[src/rtl/ifetch_pkg.sv]
// Shared types for the instruction-fetch sequencer: FSM states, fetch geometry, FIFO entry.
// The HALT state exists only when IFETCH_ALIGN_CHECK_EN is defined.
package ifetch_pkg;

   localparam int BYTES_PER_INST = 4;

   typedef enum logic [1:0] {
      ST_ISSUE,
      ST_STALL
`ifdef IFETCH_ALIGN_CHECK_EN
      ,ST_HALT
`endif
   } state_t;

   typedef struct packed {
      logic [31:0] pc;
      logic [31:0] data;
   } fetch_entry_t;

endpackage

[src/rtl/ifetch_if.sv]
// Redirect, byte-memory and instruction-delivery signals of the fetch sequencer.
// master = sequencer side, slave = core/memory side.
interface ifetch_if #(
   parameter int ADDR_W = 16
);
   logic              redirect_valid;
   logic [31:0]       redirect_pc;
   logic              mem_rd;
   logic [ADDR_W-1:0] mem_addr;
   logic [7:0]        mem_rdata;
   logic              inst_valid;
   logic              inst_ready;
   logic [31:0]       inst_data;
   logic [31:0]       inst_pc;
   logic              misalign_err;

   modport master (
      input  redirect_valid, redirect_pc, mem_rdata, inst_ready,
      output mem_rd, mem_addr, inst_valid, inst_data, inst_pc, misalign_err
   );

   modport slave (
      output redirect_valid, redirect_pc, mem_rdata, inst_ready,
      input  mem_rd, mem_addr, inst_valid, inst_data, inst_pc, misalign_err
   );
endinterface

[src/rtl/ifetch_fifo.sv]
// DEPTH-entry synchronous prefetch FIFO with clear; push into a full FIFO is accepted
// only together with a pop. Head reads as zero while empty.
module ifetch_fifo
   import ifetch_pkg::*;
#(
   parameter int DEPTH = 2
) (
   input  logic                       clk,
   input  logic                       rst,
   input  logic                       clear,
   input  logic                       push,
   input  logic                       pop,
   input  fetch_entry_t               din,
   output fetch_entry_t               dout,
   output logic                       full,
   output logic                       empty,
   output logic [$clog2(DEPTH+1)-1:0] count
);

   localparam int PW = (DEPTH > 1) ? $clog2(DEPTH) : 1;
   localparam int CW = $clog2(DEPTH + 1);

   fetch_entry_t  mem_q [DEPTH];
   logic [PW-1:0] wr_q;
   logic [PW-1:0] rd_q;
   logic [CW-1:0] count_q;
   logic          do_push;
   logic          do_pop;

   function automatic logic [PW-1:0] ptr_next(input logic [PW-1:0] p);
      ptr_next = (p == PW'(DEPTH - 1)) ? '0 : p + PW'(1);
   endfunction

   assign empty   = (count_q == '0);
   assign full    = (count_q == CW'(DEPTH));
   assign count   = count_q;
   assign do_push = push && (!full || pop) && !clear;
   assign do_pop  = pop && !empty && !clear;
   assign dout    = empty ? '0 : mem_q[rd_q];

   always_ff @(posedge clk) begin
      if (rst || clear) begin
         wr_q    <= '0;
         rd_q    <= '0;
         count_q <= '0;
      end else begin
         if (do_push) wr_q <= ptr_next(wr_q);
         if (do_pop)  rd_q <= ptr_next(rd_q);
         case ({do_push, do_pop})
            2'b10:   count_q <= count_q + CW'(1);
            2'b01:   count_q <= count_q - CW'(1);
            default: count_q <= count_q;
         endcase
      end
   end

   always_ff @(posedge clk) begin
      if (do_push) mem_q[wr_q] <= din;
   end

endmodule

[src/rtl/ifetch_sequencer.sv]
// Instruction-fetch sequencer: four big-endian byte reads per word into a prefetch FIFO.
// Build option IFETCH_ALIGN_CHECK_EN: misaligned redirects set misalign_err and halt fetch.
module ifetch_sequencer
   import ifetch_pkg::*;
#(
   parameter logic [31:0] RESET_PC = 32'h0000_0000,
   parameter int          ADDR_W   = 16,
   parameter int          DEPTH    = 2
) (
   input logic      clk,
   input logic      rst,
   ifetch_if.master bus
);

   localparam int CW = $clog2(DEPTH + 1);

   state_t            state_q;
   logic [1:0]        bcnt_q;
   logic [31:0]       fpc_q;
   logic [CW-1:0]     inflight_q;
   logic              mem_rd_p0;
   logic [ADDR_W-1:0] mem_addr_p0;
   logic [1:0]        bidx_p0;
   logic [31:0]       pc_p0;
   logic              vld_p1;
   logic [1:0]        bidx_p1;
   logic [31:0]       pc_p1;
   logic [31:8]       asm_p1;

   logic              issue;
   logic [1:0]        issue_k;
   logic [31:0]       issue_pc;
   logic              can_issue;
   logic              push;
   logic              pop;
   logic              misaligned;
   logic              halted;
   fetch_entry_t      push_entry;
   fetch_entry_t      head;
   logic              fifo_full;
   logic              fifo_empty;
   logic [CW-1:0]     fifo_count;

   function automatic logic [ADDR_W-1:0] byte_addr(input logic [ADDR_W-3:0] wpc,
                                                   input logic [1:0] k);
      byte_addr = {wpc, k};
   endfunction

`ifdef IFETCH_ALIGN_CHECK_EN
   logic misalign_q;
   assign misaligned       = (bus.redirect_pc[1:0] != 2'b00);
   assign halted           = (state_q == ST_HALT);
   assign bus.misalign_err = misalign_q;

   always_ff @(posedge clk) begin
      if (rst)                     misalign_q <= 1'b0;
      else if (bus.redirect_valid) misalign_q <= misaligned;
   end
`else
   assign misaligned       = 1'b0;
   assign halted           = 1'b0;
   assign bus.misalign_err = 1'b0;
`endif

   // A new word may start only if everything already promised fits in the buffer.
   assign can_issue  = ({1'b0, fifo_count} + {1'b0, inflight_q}) < (CW + 1)'(DEPTH);
   assign push       = vld_p1 && (bidx_p1 == 2'd3) && !bus.redirect_valid;
   assign pop        = !fifo_empty && bus.inst_ready;
   assign push_entry = '{pc: pc_p1, data: {asm_p1, bus.mem_rdata}};

   always_comb begin
      issue    = 1'b0;
      issue_k  = bcnt_q;
      issue_pc = fpc_q;
      if (bus.redirect_valid) begin
         issue    = !misaligned;
         issue_k  = 2'd0;
         issue_pc = bus.redirect_pc & ~32'h3;
      end else if (!halted) begin
         issue = (bcnt_q != 2'd0) || can_issue;
      end
   end

   always_ff @(posedge clk) begin
      if (rst) begin
         state_q     <= ST_ISSUE;
         bcnt_q      <= 2'd0;
         fpc_q       <= RESET_PC;
         inflight_q  <= '0;
         mem_rd_p0   <= 1'b0;
         mem_addr_p0 <= '0;
         vld_p1      <= 1'b0;
      end else begin
         mem_rd_p0 <= issue;
         if (issue) mem_addr_p0 <= byte_addr(issue_pc[ADDR_W-1:2], issue_k);
         // The byte returning in the cycle after a redirect belongs to the old stream.
         vld_p1 <= mem_rd_p0 && !bus.redirect_valid;
         if (bus.redirect_valid) begin
            fpc_q      <= issue_pc;
            bcnt_q     <= issue ? 2'd1 : 2'd0;
            inflight_q <= issue ? CW'(1) : '0;
`ifdef IFETCH_ALIGN_CHECK_EN
            state_q    <= misaligned ? ST_HALT : ST_ISSUE;
`else
            state_q    <= ST_ISSUE;
`endif
         end else begin
            if (issue) begin
               bcnt_q  <= bcnt_q + 2'd1;
               state_q <= ST_ISSUE;
               if (bcnt_q == 2'd3) fpc_q <= fpc_q + 32'd4;
            end else if (!halted) begin
               state_q <= ST_STALL;
            end
            case ({issue && (bcnt_q == 2'd0), push})
               2'b10:   inflight_q <= inflight_q + CW'(1);
               2'b01:   inflight_q <= inflight_q - CW'(1);
               default: inflight_q <= inflight_q;
            endcase
         end
      end
   end

   // p0 -> p1: tag travels with the read; p1: byte lands in the assembly register
   always_ff @(posedge clk) begin
      if (issue) begin
         bidx_p0 <= issue_k;
         pc_p0   <= issue_pc & ~32'h3;
      end
      bidx_p1 <= bidx_p0;
      pc_p1   <= pc_p0;
      if (bus.redirect_valid) begin
         asm_p1 <= '0;
      end else if (vld_p1) begin
         case (bidx_p1)
            2'd0:    asm_p1[31:24] <= bus.mem_rdata;
            2'd1:    asm_p1[23:16] <= bus.mem_rdata;
            2'd2:    asm_p1[15:8]  <= bus.mem_rdata;
            default: asm_p1        <= asm_p1;
         endcase
      end
   end

   ifetch_fifo #(.DEPTH(DEPTH)) u_fifo (
      .clk   (clk),
      .rst   (rst),
      .clear (bus.redirect_valid),
      .push  (push),
      .pop   (pop),
      .din   (push_entry),
      .dout  (head),
      .full  (fifo_full),
      .empty (fifo_empty),
      .count (fifo_count)
   );

   assign bus.mem_rd     = mem_rd_p0;
   assign bus.mem_addr   = mem_addr_p0;
   assign bus.inst_valid = !fifo_empty;
   assign bus.inst_data  = head.data;
   assign bus.inst_pc    = head.pc;

endmodule

[src/flat_wrapper.sv]
// flat-port wrapper written by rule: the top's interface ports become plain ports
module ifetch_sequencer_flat import ifetch_pkg::*;
#(
   parameter logic [31:0] RESET_PC = 32'h0000_0000,
   parameter int          ADDR_W   = 16,
   parameter int          DEPTH    = 2
)
  (clk, rst, bus_redirect_valid, bus_redirect_pc, bus_mem_rdata, bus_inst_ready, bus_mem_rd, bus_mem_addr, bus_inst_valid, bus_inst_data, bus_inst_pc, bus_misalign_err);
  ifetch_if #(.ADDR_W(ADDR_W)) bus_i ();
  input logic clk;
  input logic rst;
  input wire logic [$bits(bus_i.redirect_valid)-1:0] bus_redirect_valid;
  input wire logic [$bits(bus_i.redirect_pc)-1:0] bus_redirect_pc;
  input wire logic [$bits(bus_i.mem_rdata)-1:0] bus_mem_rdata;
  input wire logic [$bits(bus_i.inst_ready)-1:0] bus_inst_ready;
  output wire logic [$bits(bus_i.mem_rd)-1:0] bus_mem_rd;
  output wire logic [$bits(bus_i.mem_addr)-1:0] bus_mem_addr;
  output wire logic [$bits(bus_i.inst_valid)-1:0] bus_inst_valid;
  output wire logic [$bits(bus_i.inst_data)-1:0] bus_inst_data;
  output wire logic [$bits(bus_i.inst_pc)-1:0] bus_inst_pc;
  output wire logic [$bits(bus_i.misalign_err)-1:0] bus_misalign_err;
  assign bus_i.redirect_valid = bus_redirect_valid;
  assign bus_i.redirect_pc = bus_redirect_pc;
  assign bus_i.mem_rdata = bus_mem_rdata;
  assign bus_i.inst_ready = bus_inst_ready;
  assign bus_mem_rd = bus_i.mem_rd;
  assign bus_mem_addr = bus_i.mem_addr;
  assign bus_inst_valid = bus_i.inst_valid;
  assign bus_inst_data = bus_i.inst_data;
  assign bus_inst_pc = bus_i.inst_pc;
  assign bus_misalign_err = bus_i.misalign_err;
  ifetch_sequencer #(.RESET_PC(RESET_PC), .ADDR_W(ADDR_W), .DEPTH(DEPTH)) u_core (.clk(clk), .rst(rst), .bus(bus_i));
endmodule
[config.mk]
export PLATFORM = sky130hd
export DESIGN_NAME = ifetch_sequencer_flat
export DESIGN_NICKNAME = d
export VERILOG_FILES = /design/src/rtl/ifetch_pkg.sv /design/src/rtl/ifetch_if.sv /design/src/rtl/ifetch_fifo.sv /design/src/rtl/ifetch_sequencer.sv /design/src/flat_wrapper.sv
export SDC_FILE = /design/constraint.sdc
export NUM_CORES = 1
export LEC_CHECK = 0
export CAP_MARGIN = 0
export CORE_AREA = 2 2 191 146
export DETAILED_ROUTE_END_ITERATION = 16
export DIE_AREA = 0 0 193 148
export SYNTH_ARGS = -nofsm -noshare
export SYNTH_HDL_FRONTEND = slang
export SYNTH_HIERARCHICAL = 1
export SYNTH_SLANG_ARGS = --single-unit
[constraint.sdc]
create_clock -name clk -period 4.9 [get_ports clk]
set_input_delay 0.735 -clock clk [delete_from_list [all_inputs] [get_ports clk]]
set_output_delay 0.735 -clock clk [all_outputs]
set_load 0.01 [all_outputs]
-- Word-level counts from Yosys, hierarchy flattened
Memories as Yosys holds them, arrays and structs flattened. A register that Yosys moved wholly into a read port is not among the register bits.
Cells that the tools add are included.
W data, S select, Z words.
- $add $sub $neg: 9
- $lt $le $gt $ge: 1
- eq/ne operators: 9
- muxes and demuxes: 19
- reductions and logical operators: 27
- operators by type and width (operator ; number):
    $mux W32 ; 4
    $mux W64 ; 1
    $add A32 B3 Y32 const B ; 1
    $eq A2 B2 Y1 const B ; 6
    $logic_and A1 B1 Y1 ; 9
    $mux W1 ; 8
    $mux W2 ; 4
    $pmux W2 S2 ; 2
    $reduce_and A2 Y1 ; 4
    $reduce_bool A2 Y1 ; 4
    $add A2 B1 Y2 const B ; 3
    $eq A2 B1 Y1 const B ; 3
    $logic_not A2 Y1 ; 3
    $sub A2 B1 Y2 const B ; 2
    $add A2 B2 Y3 ; 1
    $logic_not A1 Y1 ; 3
    $logic_or A1 B1 Y1 ; 3
    $lt A3 B2 Y1 const B ; 1
    $reduce_bool A3 Y1 ; 1
    $add A1 B1 Y1 const B ; 2
- bits in registers: 146
- bits in writable memories: 124
- bits of input ports: 44
- output and inout bits: 83
- memories kept: 1
- memories (memory ; words ; bits a word ; read ports ; clocked after Yosys merged registers in ; write ports ; RTL line ; RTL):
    u_core.u_fifo.mem_q ; 2 ; 62 ; 1 ; 1 ; 1 ; ifetch_fifo.sv:23 ; fetch_entry_t mem_q [DEPTH];

-- Logic depth before layout (Yosys ltp)
- word-level depth: 8
- gate-level depth with buffers: 9
- mapped depth without buffers: 8

-- Hierarchy
Netlist, hierarchy kept.
- by module, submodules not included (module ; times used ; cells each ; area each (um^2)):
    ifetch_sequencer ; 1 ; 519 ; 5527.8
    ifetch_fifo ; 1 ; 300 ; 5048.6

-- Worst setup path after synthesis
Ideal clock, no wire load.
- path type: input to register
- from: input bus_redirect_valid
- to: memory u_core/u_fifo/mem_q[0][0] in the netlist's numbering, enable pin
- library setup time: 0.486 ns
- arrival: 4.097 ns
- path slack: 0.316 ns
- stages: 5
- cells stage by stage: nand4b_1 -> inv_1 -> inv_1 -> a211o_4 -> nor2_1
- longest elaborated chain between the ends: 6
- ends and longest elaborated chain (element ; RTL line ; RTL):
    from (decl) ; flat_wrapper.sv:12 ; input wire logic [$bits(bus_i.redirect_valid)-1:0] bus_redirect_valid;
    $logic_not A1 Y1 ; ifetch_sequencer.sv:67 ; assign push = vld_p1 && (bidx_p1 == 2'd3) && !bus.redirect_valid;
    $logic_and A1 B1 Y1 ; ifetch_sequencer.sv:67 ;
    net u_core.push ; ifetch_sequencer.sv:34 ; logic push;
    $logic_and A1 B1 Y1 (2 in a row) ; ifetch_fifo.sv:37 ; assign do_push = push && (!full || pop) && !clear;
    $mux W1 ; ifetch_fifo.sv:58 ; if (do_push) mem_q[wr_q] <= din;
    $mux W1 (implied by the code) ; ifetch_fifo.sv:58 ;
    to (decl) ; ifetch_fifo.sv:23 ;
The timed path passes the listed nets, and every way through them passes these cells.

-- Worst setup path after layout
- from: register u_core.u_fifo.count_q[1] (netlist: u_core/u_fifo/count[1])
- to: output bus_inst_pc[3]
- longest elaborated chain between the ends: 2
- ends and longest elaborated chain (element ; RTL line ; RTL):
    from (decl) ; ifetch_fifo.sv:26 ; logic [CW-1:0] count_q;
    from (signal assigned) ; ifetch_fifo.sv:50 ; 2'b10: count_q <= count_q + CW'(1);
    from (signal assigned) ; ifetch_fifo.sv:51 ; 2'b01: count_q <= count_q - CW'(1);
    from (signal assigned) ; ifetch_fifo.sv:52 ; default: count_q <= count_q;
    $logic_not A2 Y1 ; ifetch_fifo.sv:34 ; assign empty = (count_q == '0);
    net u_core.fifo_empty ; ifetch_sequencer.sv:41 ; logic fifo_empty;
    $mux W64 ; ifetch_fifo.sv:39 ; assign dout = empty ? '0 : mem_q[rd_q];
    to (decl) ; flat_wrapper.sv:20 ; output wire logic [$bits(bus_i.inst_pc)-1:0] bus_inst_pc;
The timed path passes the listed nets, and every way through them passes these cells.

==> metrics.md <==
| Metric | Value |
|---|---|
| Outcome | finished clean |
| Initial core utilization | 0.396 |
| Avg Cell Area, Syn | 12.9 um^2 |
| Final setup viols | 0 |
| #FFs+latches synth | 273 |
| DRC violations left | 0 |
| Vias | 6,539 |
| Post-CTS setup buffer count | 0 |
| CTS resizes | 0 |
| Crit path cell chain | nor2_4 > buf_4 > nor2_1 > clkdlybuf4s50_1 |
| Seq/Total Area, Yosys | 0.668 |
| Top FF cell, synth | edfxtp_1 |
| Clock Skew | 0.0138 ns |
| Pin count of the biggest net entering global routing | 64 |
| Largest family of logic cells by synthesized area | simple AND/OR/NAND/NOR gates |
| # IOs | 127 |
| Internal power | 3820 uW |
| Vias in the first global route | 6,291 |
| Die Y | 148 um |
| Setup_tns | 0 ns |
| Sequential share of power | 0.532 |
| Final WS setup | 1.37 ns |
| Port bufs | 123 |
| Clock Tree Buf Depth | 3 |
| Tot GR Track Use | 0.159 |
| Path type of the worst min-delay path | reg2reg |
| Post-synth EDFFs | 160 |
| Slew @ Worst Pin | 1.07 ns |
| Final critical-path required period | 3.53 ns |
| CP delay by family, top | buffers and inverters |
| Yosys top cell area share | 0.454 |
| Max_slew headroom | 0.284 |
| Fin crit share | 0.721 |
| Top post-synthesis cells by count | edfxtp_1, nor2_1, dfxtp_1 |
| Hold Buf Count CTS | 0 |
| Setup CP Type | reg2out |
| CTS sink count | 273 |
| Clock root cell | clkbuf_16 |
| Initial DRC count | 454 |
| Crit end category | primary output |
| Hpwl dp | 14.3 mm |
| Critical path launch point type | register |
| Met3 GRT Util | 0.0245 |
| Mapped Area | 0.0106 mm^2 |
| Ant. Diodes | 0 |
| Post-synthesis simple-gate area fraction | 0.113 |
| Critical path buffers and inverters | 2 |
| Final Hold Viols | 0 |
| Clk pin slew, worst setup/hold paths | 0.06 ns |
| Slew Viols, Final | 0 |
| Arrival time worst endpoint | 2.80 ns |
| Met1 Usage GRT | 0.240 |
| Nets | 987 |
| P_leak | 0.00455 uW |
| Post-Route WL | 22.5 mm |
| Logic pwr share | 0.043 |
| First-pass iteration count of the detailed router | 5 |
| Die outline area | 0.0286 mm^2 |
| Compound-Gate Fraction of Synth Area | 0.0629 |
| Grt met2 use | 0.239 |
| Max Cap Viol | 0 |
| Synth area leaders | edfxtp_1, dfxtp_1, mux2i_1, nor2_1, mux2_2 |
| RSZ-0062 raised after global routing | no |
| Xor and xnor area share after synthesis | 0.00911 |
| Ys async rst share | 0 |
| NetSw | 998 uW |
| Antenna-violating nets left | 0 |
| Switching Fraction | 0.207 |
| Row count | 52 |
| FMAX | 0.283 GHz |
| Pwr dens | 370 mW/mm^2 |
| Clock share of power | 0.426 |
| Peak VDD IR | 0.000297 V |
| Share of layout cells above drive strength 1 | 0.101 |
| Grt total ovfl | 0 |
| Critical path fanouts, max | 40 |
| Place WS | 1.69 ns |
| Worst path max stage delay | 0.60 ns |
| Most common cell in the netlist | edfxtp_1 |
| Gp weighted congestion | 0.764 |
| Worst skew pair latency | 0.53 ns |
| Worst path slowest cell | nor2_4 |
| CTS tree | done |
| DIE WIDTH | 193 um |
| Mux share of post-synthesis cell area | 0.107 |
| WP data required | 4.16 ns |
| GR peak layer | met1 |
| Post-synthesis adder-cell area fraction | 0.00662 |
| Routed len/inst | 17.2 um |
| First-pass GRT wire length | 35.2 mm |
| Cells after synthesis | 819 |
| Max H-tree Level | 1 |
| Antenna violations before repair | 0 |
| Core area | 0.0267 mm^2 |
| Vias per inst | 4.99 |
| Ys Warns | 6 |
| Clock buffer count from CTS | 27 |
| Area growth syn-to-layout | 23.1% |
| Post-synth cell types | 59 |
| Largest area contributor in the netlist | edfxtp_1 |
==> flip-flops by register name, indices dropped and copies added, names as in the netlist, named ones only <==
signal / count
u_core/pc_p0: 30
u_core/pc_p1: 30
u_core/vld_p1: 1
u_core/bidx_p1: 2
u_core/bidx_p0: 2
u_core/u_fifo/count: 2
u_core/bus.mem_addr: 16
u_core/u_fifo/rd_q: 1
u_core/inflight_q: 2
u_core/u_fifo/wr_q: 1
u_core/bus.mem_rd: 1
u_core/fpc_q: 30
u_core/u_fifo/mem_q: 128
u_core/asm_p1: 24
u_core/bcnt_q: 2
==> cells in the final DEF, fill, tap and decap left out, types with 14 or more instances in the layout <==
master	count
mux2_2	20
a311oi_1	14
nor2_1	134
mux2i_1	89
dfxtp_1	112
a21oi_1	21
nand2_1	32
nor3_1	20
inv_1	20
edfxtp_1	160
clkbuf_16	27
clkdlybuf4s50_1	121
==> metal layers <==
layer | routed length (um) | up-vias
li1 | - | 3226
met4 | 444 | 0
met1 | 11100 | 3115
met5 | 0 | -
met2 | 9760 | 167
met3 | 1220 | 31
==> worst register-to-register path: stages (launching register included) <==
cell	delay [ns]
dfxtp_1	0.49
and2_1	0.19
fa_1	0.43
o21a_1	0.38
or4_1	0.80
or4_1	0.58
a311oi_1	0.25
==> metrics by stage <==
| step | area, um^2 | total power (uW) | std cells | util | hold WS [ns] |
|---|---|---|---|---|---|
| after floorplan | 10600 | 2710 | 823 | - | 0.323 |
| after global placement | 12100 | 2810 | 1260 | 0.455 | 0.325 |
| after detailed placement | 12100 | 2810 | 1260 | 0.455 | 0.327 |
| after CTS | 13000 | 4870 | 1310 | 0.488 | 0.339 |
| after global routing | 13000 | 4990 | 1310 | 0.488 | 0.344 |
| final | 13000 | 4810 | 1310 | 0.488 | 0.340 |
==> cell families after synthesis <==
family,Yosys count
flops,273
simple gates,255
mux,110
compound gates,94
buf+inv,70
xor+xnor,11
fa+ha+maj,5
other cells,1
==> path summary, 6_finish.rpt <==
path,startpoint,to,slack (ns),depth (start not counted)
worst max-delay path,u_core/u_fifo/count[1],bus_inst_pc[3],1.37,4
worst min-delay path,u_core/pc_p0[7],u_core/pc_p1[7],0.34,0
worst max register to register,u_core/u_fifo/count[0],u_core/fpc_q[21],1.71,6
worst min register to register,u_core/pc_p0[7],u_core/pc_p1[7],0.34,0
==> layout make-up <==
| class | count | area, um^2 |
|---|---|---|
| sequential | 273 | 7070 |
| inverter | 21 | 78.8 |
| multi-input combinational | 480 | 3210 |
| timing repair buffer | 135 | 1330 |
| tap | 351 | 439 |
| fill | 2378 | 13700 |
| clock buffer | 35 | 726 |
| clock inverter | 15 | 164 |
==> power by group through the flow <==
stage / registers, uW / logic (uW) / clock network (uW)
after detailed placement: 2610 / 205 / 0
after CTS: 2560 / 206 / 2110
final: 2560 / 205 / 2050
after floorplan: 2600 / 115 / 0
after global placement: 2610 / 202 / 0
after global routing: 2570 / 226 / 2190
Power figures use the tool's default switching activity.
